**src/rtl/seq_divider_16by8_if.sv**
```systemverilog
// ---------------------------------------------------------------------------
// seq_divider_16by8_if
// Handshake/operand bundle for the sequential 16/8 divider.
//   start       : request from the master, sampled by the divider when idle
//   dividend    : 16-bit numerator, captured on an accepted start
//   divisor     : 8-bit denominator, captured on an accepted start
//   busy        : division in progress
//   done        : one-cycle pulse, results valid
//   quotient    : 16-bit registered quotient
//   remainder   : 8-bit registered remainder
//   div_by_zero : set when the completed operation had divisor == 0
// ---------------------------------------------------------------------------
interface seq_divider_16by8_if;
  logic        start;
  logic [15:0] dividend;
  logic [7:0]  divisor;
  logic        busy;
  logic        done;
  logic [15:0] quotient;
  logic [7:0]  remainder;
  logic        div_by_zero;

  modport master (
    output start, dividend, divisor,
    input  busy, done, quotient, remainder, div_by_zero
  );

  modport slave (
    input  start, dividend, divisor,
    output busy, done, quotient, remainder, div_by_zero
  );
endinterface

```
**src/rtl/seq_divider_16by8.sv**
```systemverilog
// ---------------------------------------------------------------------------
// seq_divider_16by8
// Restoring divider: 16-bit dividend / 8-bit divisor -> 16-bit quotient and
// 8-bit remainder, one quotient bit per clock, MSB first.
// Ports:
//   clk : rising-edge clock
//   rst : synchronous active-high reset
//   bus : seq_divider_16by8_if.slave (start/busy/done handshake, operands,
//         results and divide-by-zero flag)
// busy and done are registered from the FSM state, so they trail the state
// by one cycle: a normal divide shows done 17 cycles after the accepting
// edge, a divide-by-zero shows done 1 cycle after it.
// ---------------------------------------------------------------------------
module seq_divider_16by8 (
  input  logic                      clk,
  input  logic                      rst,
  seq_divider_16by8_if.slave        bus
);

  typedef enum logic [1:0] {
    IDLE = 2'd0,
    CALC = 2'd1,
    DONE = 2'd2
  } state_t;

  state_t      state_reg;
  logic [15:0] dividend_shift_reg;
  logic [7:0]  divisor_reg;
  logic [7:0]  partial_reg;
  logic [15:0] quot_work_reg;
  logic [3:0]  count_reg;
  logic        busy_reg;
  logic        done_reg;
  logic [15:0] quotient_reg;
  logic [7:0]  remainder_reg;
  logic        div_by_zero_reg;

  // One restoring step. The shifted value r9 needs 9 bits (up to
  // 2*divisor-1), but after the conditional subtract it is always below the
  // divisor, so only 8 bits of partial remainder need to be stored.
  logic [8:0]  r9;
  logic        qbit;
  logic [7:0]  partial_next;
  logic [15:0] quot_next;

  always_comb begin
    r9           = {partial_reg, dividend_shift_reg[15]};
    qbit         = (r9 >= {1'b0, divisor_reg});
    partial_next = qbit ? 8'(r9 - {1'b0, divisor_reg}) : r9[7:0];
    quot_next    = {quot_work_reg[14:0], qbit};
  end

  always_ff @(posedge clk) begin
    if (rst) begin
      state_reg          <= IDLE;
      dividend_shift_reg <= '0;
      divisor_reg        <= '0;
      partial_reg        <= '0;
      quot_work_reg      <= '0;
      count_reg          <= '0;
      busy_reg           <= 1'b0;
      done_reg           <= 1'b0;
      quotient_reg       <= '0;
      remainder_reg      <= '0;
      div_by_zero_reg    <= 1'b0;
    end else begin
      busy_reg <= (state_reg == CALC);
      done_reg <= (state_reg == DONE);

      case (state_reg)
        // DONE accepts a new start exactly like IDLE for back-to-back use.
        IDLE, DONE: begin
          if (bus.start) begin
            if (bus.divisor != 8'd0) begin
              dividend_shift_reg <= bus.dividend;
              divisor_reg        <= bus.divisor;
              partial_reg        <= '0;
              quot_work_reg      <= '0;
              count_reg          <= '0;
              state_reg          <= CALC;
            end else begin
              quotient_reg       <= 16'hFFFF;
              remainder_reg      <= bus.dividend[7:0];
              div_by_zero_reg    <= 1'b1;
              state_reg          <= DONE;
            end
          end else begin
            state_reg <= IDLE;
          end
        end

        CALC: begin
          partial_reg        <= partial_next;
          quot_work_reg      <= quot_next;
          dividend_shift_reg <= {dividend_shift_reg[14:0], 1'b0};
          count_reg          <= count_reg + 4'd1;
          if (count_reg == 4'd15) begin
            quotient_reg    <= quot_next;
            remainder_reg   <= partial_next;
            div_by_zero_reg <= 1'b0;
            state_reg       <= DONE;
          end
        end

        default: state_reg <= IDLE;
      endcase
    end
  end

  assign bus.busy        = busy_reg;
  assign bus.done        = done_reg;
  assign bus.quotient    = quotient_reg;
  assign bus.remainder   = remainder_reg;
  assign bus.div_by_zero = div_by_zero_reg;

endmodule

```
**src/flat_wrapper.sv**
```systemverilog
// flat-port wrapper written by rule: the top's interface ports become plain ports
module seq_divider_16by8_flat 
  (clk, rst, bus_start, bus_dividend, bus_divisor, bus_busy, bus_done, bus_quotient, bus_remainder, bus_div_by_zero);
  seq_divider_16by8_if bus_i ();
  input  logic clk;
  input  logic rst;
  input wire logic [$bits(bus_i.start)-1:0] bus_start;
  input wire logic [$bits(bus_i.dividend)-1:0] bus_dividend;
  input wire logic [$bits(bus_i.divisor)-1:0] bus_divisor;
  output wire logic [$bits(bus_i.busy)-1:0] bus_busy;
  output wire logic [$bits(bus_i.done)-1:0] bus_done;
  output wire logic [$bits(bus_i.quotient)-1:0] bus_quotient;
  output wire logic [$bits(bus_i.remainder)-1:0] bus_remainder;
  output wire logic [$bits(bus_i.div_by_zero)-1:0] bus_div_by_zero;
  assign bus_i.start = bus_start;
  assign bus_i.dividend = bus_dividend;
  assign bus_i.divisor = bus_divisor;
  assign bus_busy = bus_i.busy;
  assign bus_done = bus_i.done;
  assign bus_quotient = bus_i.quotient;
  assign bus_remainder = bus_i.remainder;
  assign bus_div_by_zero = bus_i.div_by_zero;
  seq_divider_16by8 u_core (.clk(clk), .rst(rst), .bus(bus_i));
endmodule
```
**config.mk**
```make
export PLATFORM = sky130hd
export DESIGN_NAME = seq_divider_16by8_flat
export DESIGN_NICKNAME = d
export VERILOG_FILES = /design/src/rtl/seq_divider_16by8_if.sv /design/src/rtl/seq_divider_16by8.sv /design/src/flat_wrapper.sv
export SDC_FILE = /design/constraint.sdc
export NUM_CORES = 1
export LEC_CHECK = 0
export CORE_AREA = 4 4 98 100
export CTS_CLUSTER_DIAMETER = 120
export CTS_CLUSTER_SIZE = 24
export DETAILED_ROUTE_END_ITERATION = 10
export DIE_AREA = 0 0 102 104
export PLACE_DENSITY = 0.68
export SYNTH_ARGS = -nofsm -noshare
export SYNTH_HDL_FRONTEND = slang
export SYNTH_SLANG_ARGS = --single-unit
```
**constraint.sdc**
```tcl
create_clock -name clk -period 2.4 [get_ports clk]
set_clock_uncertainty 0.1 [all_clocks]
set_input_delay 0.72 -clock clk [delete_from_list [all_inputs] [get_ports clk]]
set_output_delay 0.72 -clock clk [all_outputs]
set_load 0.01 [all_outputs]
```
# Word-level counts from Yosys, hierarchy flattened
# Cells that the tools add are included.
[classes]
add_sub_neg = 2
magnitude_cmp = 1
muxes = 29
eq_ne = 7
reduce_logical = 7
[op_table]
columns = ["cell", "count"]
rows = [
  ["2-to-1 mux 16 bit", 5],
  ["case mux 16 bit (2 select lines)", 2],
  ["2-to-1 mux 8 bit", 6],
  ["case mux 8 bit (2 select lines)", 2],
  ["2-to-1 mux 15 bit", 2],
  ["case mux 15 bit (2 select lines)", 1],
  [">= comparator 9 x 8 -> 1 bit", 1],
  ["2-to-1 mux 4 bit", 2],
  ["case mux 4 bit (2 select lines)", 1],
  ["nonzero test 8 bit", 1],
  ["subtractor 8 bit", 1],
  ["2-to-1 mux 2 bit", 3],
  ["!= test 2 bit, second input constant", 3],
  ["AND reduction 3 bit", 2],
  ["adder 4 x 1 -> 4 bit, second input constant", 1],
  ["equality test 4 bit, second input constant", 1],
  ["case mux 2 bit (2 select lines)", 1],
  ["AND reduction 4 bit", 1],
  ["2-to-1 mux 1 bit", 3],
  ["equality test 2 x 1 -> 1 bit, second input constant", 1],
  ["equality test 2 bit, second input constant", 1],
  ["zero test 2 bit", 1],
  ["!= test 2 x 1 -> 1 bit, second input constant", 1],
  ["case mux 1 bit (2 select lines)", 1],
  ["other kinds (2)", 2],
]
[word_totals]
register_bits = 80
elab_cells = 57

# Logic depth before layout (Yosys ltp)
# Gate-level depths: netlist of the first run.
[logic_depth]
depth_word = 4
ltp_mapped = 9

# Worst setup path after synthesis of the first run
# No wires, ideal clock.
[synth_path]
path_kind = "register to register"
start = "register u_core.dividend_shift_reg[15]"
end = "register u_core.remainder_reg[6] (netlist: u_core.bus.remainder[6])"
period_less_slack_ns = 2.035
path_stages_with_launch = 10
required_ns = 2.166
path_buffers = 0
path_slack_ns = 0.365
arrival_ns = 1.801
cell_sequence = "dfxtp_1 inv_1 ha_1 fa_1 nor2b_4 o31a_1 o21a_1 or3_1 a31oi_2 a311oi_1"
[synth_between]
elab_chain_len = 4
[synth_lines]
columns = ["element", "line_no", "source"]
rows = [
  ["from (decl)", "seq_divider_16by8.sv:27", "logic [15:0] dividend_shift_reg;"],
  ["from (signal assigned)", "seq_divider_16by8.sv:75", "dividend_shift_reg <= bus.dividend;"],
  ["from (signal assigned)", "seq_divider_16by8.sv:95", "dividend_shift_reg <= {dividend_shift_reg[14:0], 1'b0};"],
  ["subtractor 8 bit or >= comparator 9 x 8 -> 1 bit (tied branches)", "seq_divider_16by8.sv:49, seq_divider_16by8.sv:48", ""],
  ["2-to-1 mux 8 bit (*)", "seq_divider_16by8.sv:49", "partial_next = qbit ? 8'(r9 - {1'b0, divisor_reg}) : r9[7:0];"],
  ["2-to-1 mux 8 bit (*)", "seq_divider_16by8.sv:97", "if (count_reg == 4'd15) begin"],
  ["case mux 8 bit (2 select lines) (*)", "seq_divider_16by8.sv:70", "case (state_reg)"],
  ["to (signal assigned)", "seq_divider_16by8.sv:83", "remainder_reg <= bus.dividend[7:0];"],
  ["to (signal assigned)", "seq_divider_16by8.sv:99", "remainder_reg <= partial_next;"],
  ["to (decl)", "seq_divider_16by8.sv:35", "logic [7:0] remainder_reg;"],
]
# Every way passes the cells marked *; elsewhere a longest branch is shown, timed or not. The select of a mux whose other input is x is not followed.
# A chain may end at the register's enable or synchronous reset.

# Worst setup path after layout of the first run
[layout_path]
start = "input bus_divisor[7]"
end = "register u_core.remainder_reg[1] (netlist: u_core.bus.remainder[1])"
[layout_between]
elab_chain_len = 3
[layout_lines]
columns = ["element", "line_no", "source"]
rows = [
  ["from (decl)", "flat_wrapper.sv:9", "input wire logic [$bits(bus_i.divisor)-1:0] bus_divisor;"],
  ["nonzero test 8 bit", "seq_divider_16by8.sv:74", "if (bus.divisor != 8'd0) begin"],
  ["!= test 2 bit (no line)", "n/a", ""],
  ["AND reduction 4 bit (no line)", "n/a", ""],
]
# No other way between the ends.

==> metrics.cfg, run 1 <==
[run_status]
outcome=complete, no violations

[setup_path]
crit_buf_inv=2
crit_family=simple AND/OR/NAND/NOR gates
cp_data_required_time_ns=2.56
critPathMaxFanout=23
crit_type=input port to register
slowest_stage=clkdlybuf4s50_1
end_kind=register
crit_arrival_ns=2.38
crit_path_max_incr_delay_ns=0.46
cp_cell_sequence=clkdlybuf4s50_1, nor4_4, and3_4, or2_1, buf_12, nor2_1, a311oi_1
critPathLaunchType=input port

[synth]
netlist_instances=410
synth.cell_area_um2=3485
syn_nets=447
synth_seq_cells=80
avgSynthCellArea_um2=8.499
synth_async_sr_flop_share_pct=0
synth_cell_types=48
ys_seq_area_share_pct=45.96
ys_warn_count=0
synth_ff_type=dfxtp_1
synth_edf_count=0

[floorplan]
core.rowCount=34
die_area_um2=10610
core_um2=8678
io_pins=54
die_w_um=102
die_h_um=104
initial_core_util_pct=40.15

[sta]
finalCriticalPeriod_ns=2.222
setup_viol=0
drv_slew=0
rsz0062_at_grt=no
tightest_slew_ns=0.5066
period_share_pct=92.58
max-slew-margin-rel_pct=66.19
whs_ns=0.3619
fmax_mhz=450.1
final_hold_viol_count=0

[pwr]
p_leak_nw=1.700
powerDensity_nw_per_um2=680.5
irDropWorstVdd_uv=438.6

[clock_tree]
clock-sinks=80
clk_latency_ns=0.35
htreeDepth=3
cts_tree=yes
clkTransAtPathRegs_ns=0.08
clk_path_buf_depth=2
cts_root_buf=clkbuf_8
holdBufCountCts=0
numCtsBuffers=9

[final_layout]
utilization_pct=51.51
area_growth_pct=28.29
nFillCells=832
mostFrequentLayoutCell=dfxtp_1
layout_common_cells=80 x dfxtp_1, 78 x nor2_1, 52 x clkdlybuf4s50_1
nNetsFinal=510
drive_above_1_share_pct=13.81
n_antenna_cell=0

[drt]
routedWlPerCell_um=13.80
drt_iter0_markers=121
via_per_inst=5.177
finalWirelength_mm=8.085
num_vias=3034
drtAntennaViolNets=0
first_pass_iters=5
drc=0

[global_route]
antenna_found_initial=0
grt_pass1_wl_mm=13.67
grt_max_degree=38
grt_pass1_vias=2886
track_usage_pct=15.72
grt_overflow=0

[placed_design]
port_buffers=53
gp_congestion=0.8296
hpwl_mm=5.774

[flow_run]
cap_violations=0

[worst_hold_path]
min_path_type=register to register

-- routing by layer --
metal,track usage (%),vias up,wire [um]
li1,-,1549,-
met1,20.77,1424,3658
met2,25.44,54,3967
met3,3.622,7,357
met4,4.499,0,103
met5,0,-,0
-- cell usage after synthesis (2+ instances only) --
master,instances,share of area (%)
nor2b_1,4,0.72
a21oi_2,3,0.75
o21ai_1,2,0.29
buf_6,2,0.65
nand3b_1,2,0.43
nor2_2,2,0.36
buf_1,3,0.32
inv_1,12,1.3
a22oi_1,22,4.7
and3_1,5,0.90
buf_4,5,1.1
mux2i_1,11,3.2
nand2b_1,2,0.36
buf_2,5,0.72
and2_1,2,0.36
mux2_2,2,0.65
a211oi_1,8,1.7
a21oi_1,31,4.5
o31a_1,2,0.50
o21ai_0,8,1.1
nand2_1,29,3.1
nand3_1,2,0.29
a311oi_1,6,1.5
ha_1,9,3.2
dfxtp_1,80,46
clkbuf_1,16,1.7
xor2_1,2,0.50
nor2_1,79,8.5
o21a_1,3,0.65
nor4_1,2,0.36
nor3_1,32,4.6
-- where the power goes --
group	internal, mW	total, mW	switching (mW)
clock network	0.488	0.991	0.502
logic	0.296	0.639	0.343
registers	1.38	1.41	0.0321
total	2.17	3.04	0.877
-- logic make-up (layout without fill, tap and decap cells) --
family	Yosys count	count (layout)	share of synthesized area (%)
DFF	80	80	45.96
and+or+nand+nor	166	166	21.15
muxes	13	13	3.806
adders and majority gates	10	10	3.806
buffers and inverters	43	111	5.781
AOI/OAI and AO/OA	95	95	18.74
xor gates and xnor gates	3	3	0.7542
-- area by class of cell --
class                      instances  area (um2)  area share, %
clock buffer                      10       127.6          2.855
clock inverter                     6       68.82          1.539
inverter                          12       45.04          1.008
multi-input combinational        287        1717          38.40
sequential                        80        1602          35.82
tap                              108       135.1          3.023
timing repair buffer              83       775.7          17.35
-- worst paths after layout --
check / cells past startpoint / to / from / slack [ns]
setup / recovery: 7 / u_core.bus.remainder[1] / bus_divisor[7] / 0.18
hold / removal: 2 / u_core.dividend_shift_reg[7] / u_core.dividend_shift_reg[7] / 0.36
setup reg to reg: 9 / u_core.bus.remainder[6] / u_core.dividend_shift_reg[15] / 0.19
hold reg to reg: 2 / u_core.dividend_shift_reg[7] / u_core.dividend_shift_reg[7] / 0.36
-- per-stage QoR --
stage | power, mW | setup TNS, ns | cells | cell area [um2] | setup slack [ns]
global route | 3.204 | 0 | 586 | 4471 | 0.02075
finish | 3.042 | 0 | 586 | 4471 | 0.1782
CTS | 3.067 | 0 | 586 | 4442 | 0.008062
detailed placement | 2.081 | -11.91 | 570 | 4245 | -0.3608
floorplan | 1.890 | 0 | 410 | 3485 | 0.3649
global placement | 2.069 | -7.702 | 570 | 4245 | -0.2608
-- worst register-to-register path, cell delays in order, from the launching register on --
cell and delay (ns):
dfxtp_1 0.31, inv_1 0.07, ha_1 0.20, fa_1 0.27, nor2b_4 0.06, o31a_1 0.25, o21a_1 0.18, or3_1 0.32
a31oi_2 0.23, a311oi_1 0.11
-- timing repair --
action,4_1_cts,5_1_grt
endpoints found under the setup margin,0,20
hold endpoints to repair,0,0
gates resized for setup,0,6
setup buffers,0,0
No activity file was read; power rests on OpenSTA's default activity.
==> run 2: changes to the inputs <==
--- a/config.mk
+++ b/config.mk
@@ -11,6 +11,7 @@
 export DETAILED_ROUTE_END_ITERATION = 10
 export DIE_AREA = 0 0 102 104
 export PLACE_DENSITY = 0.68
+export SKIP_CTS_REPAIR_TIMING = 1
 export SYNTH_ARGS = -nofsm -noshare
 export SYNTH_HDL_FRONTEND = slang
 export SYNTH_SLANG_ARGS = --single-unit
==> results of run 2 <==
No change in the layout: final DEF, timing and power equal those of run 1.
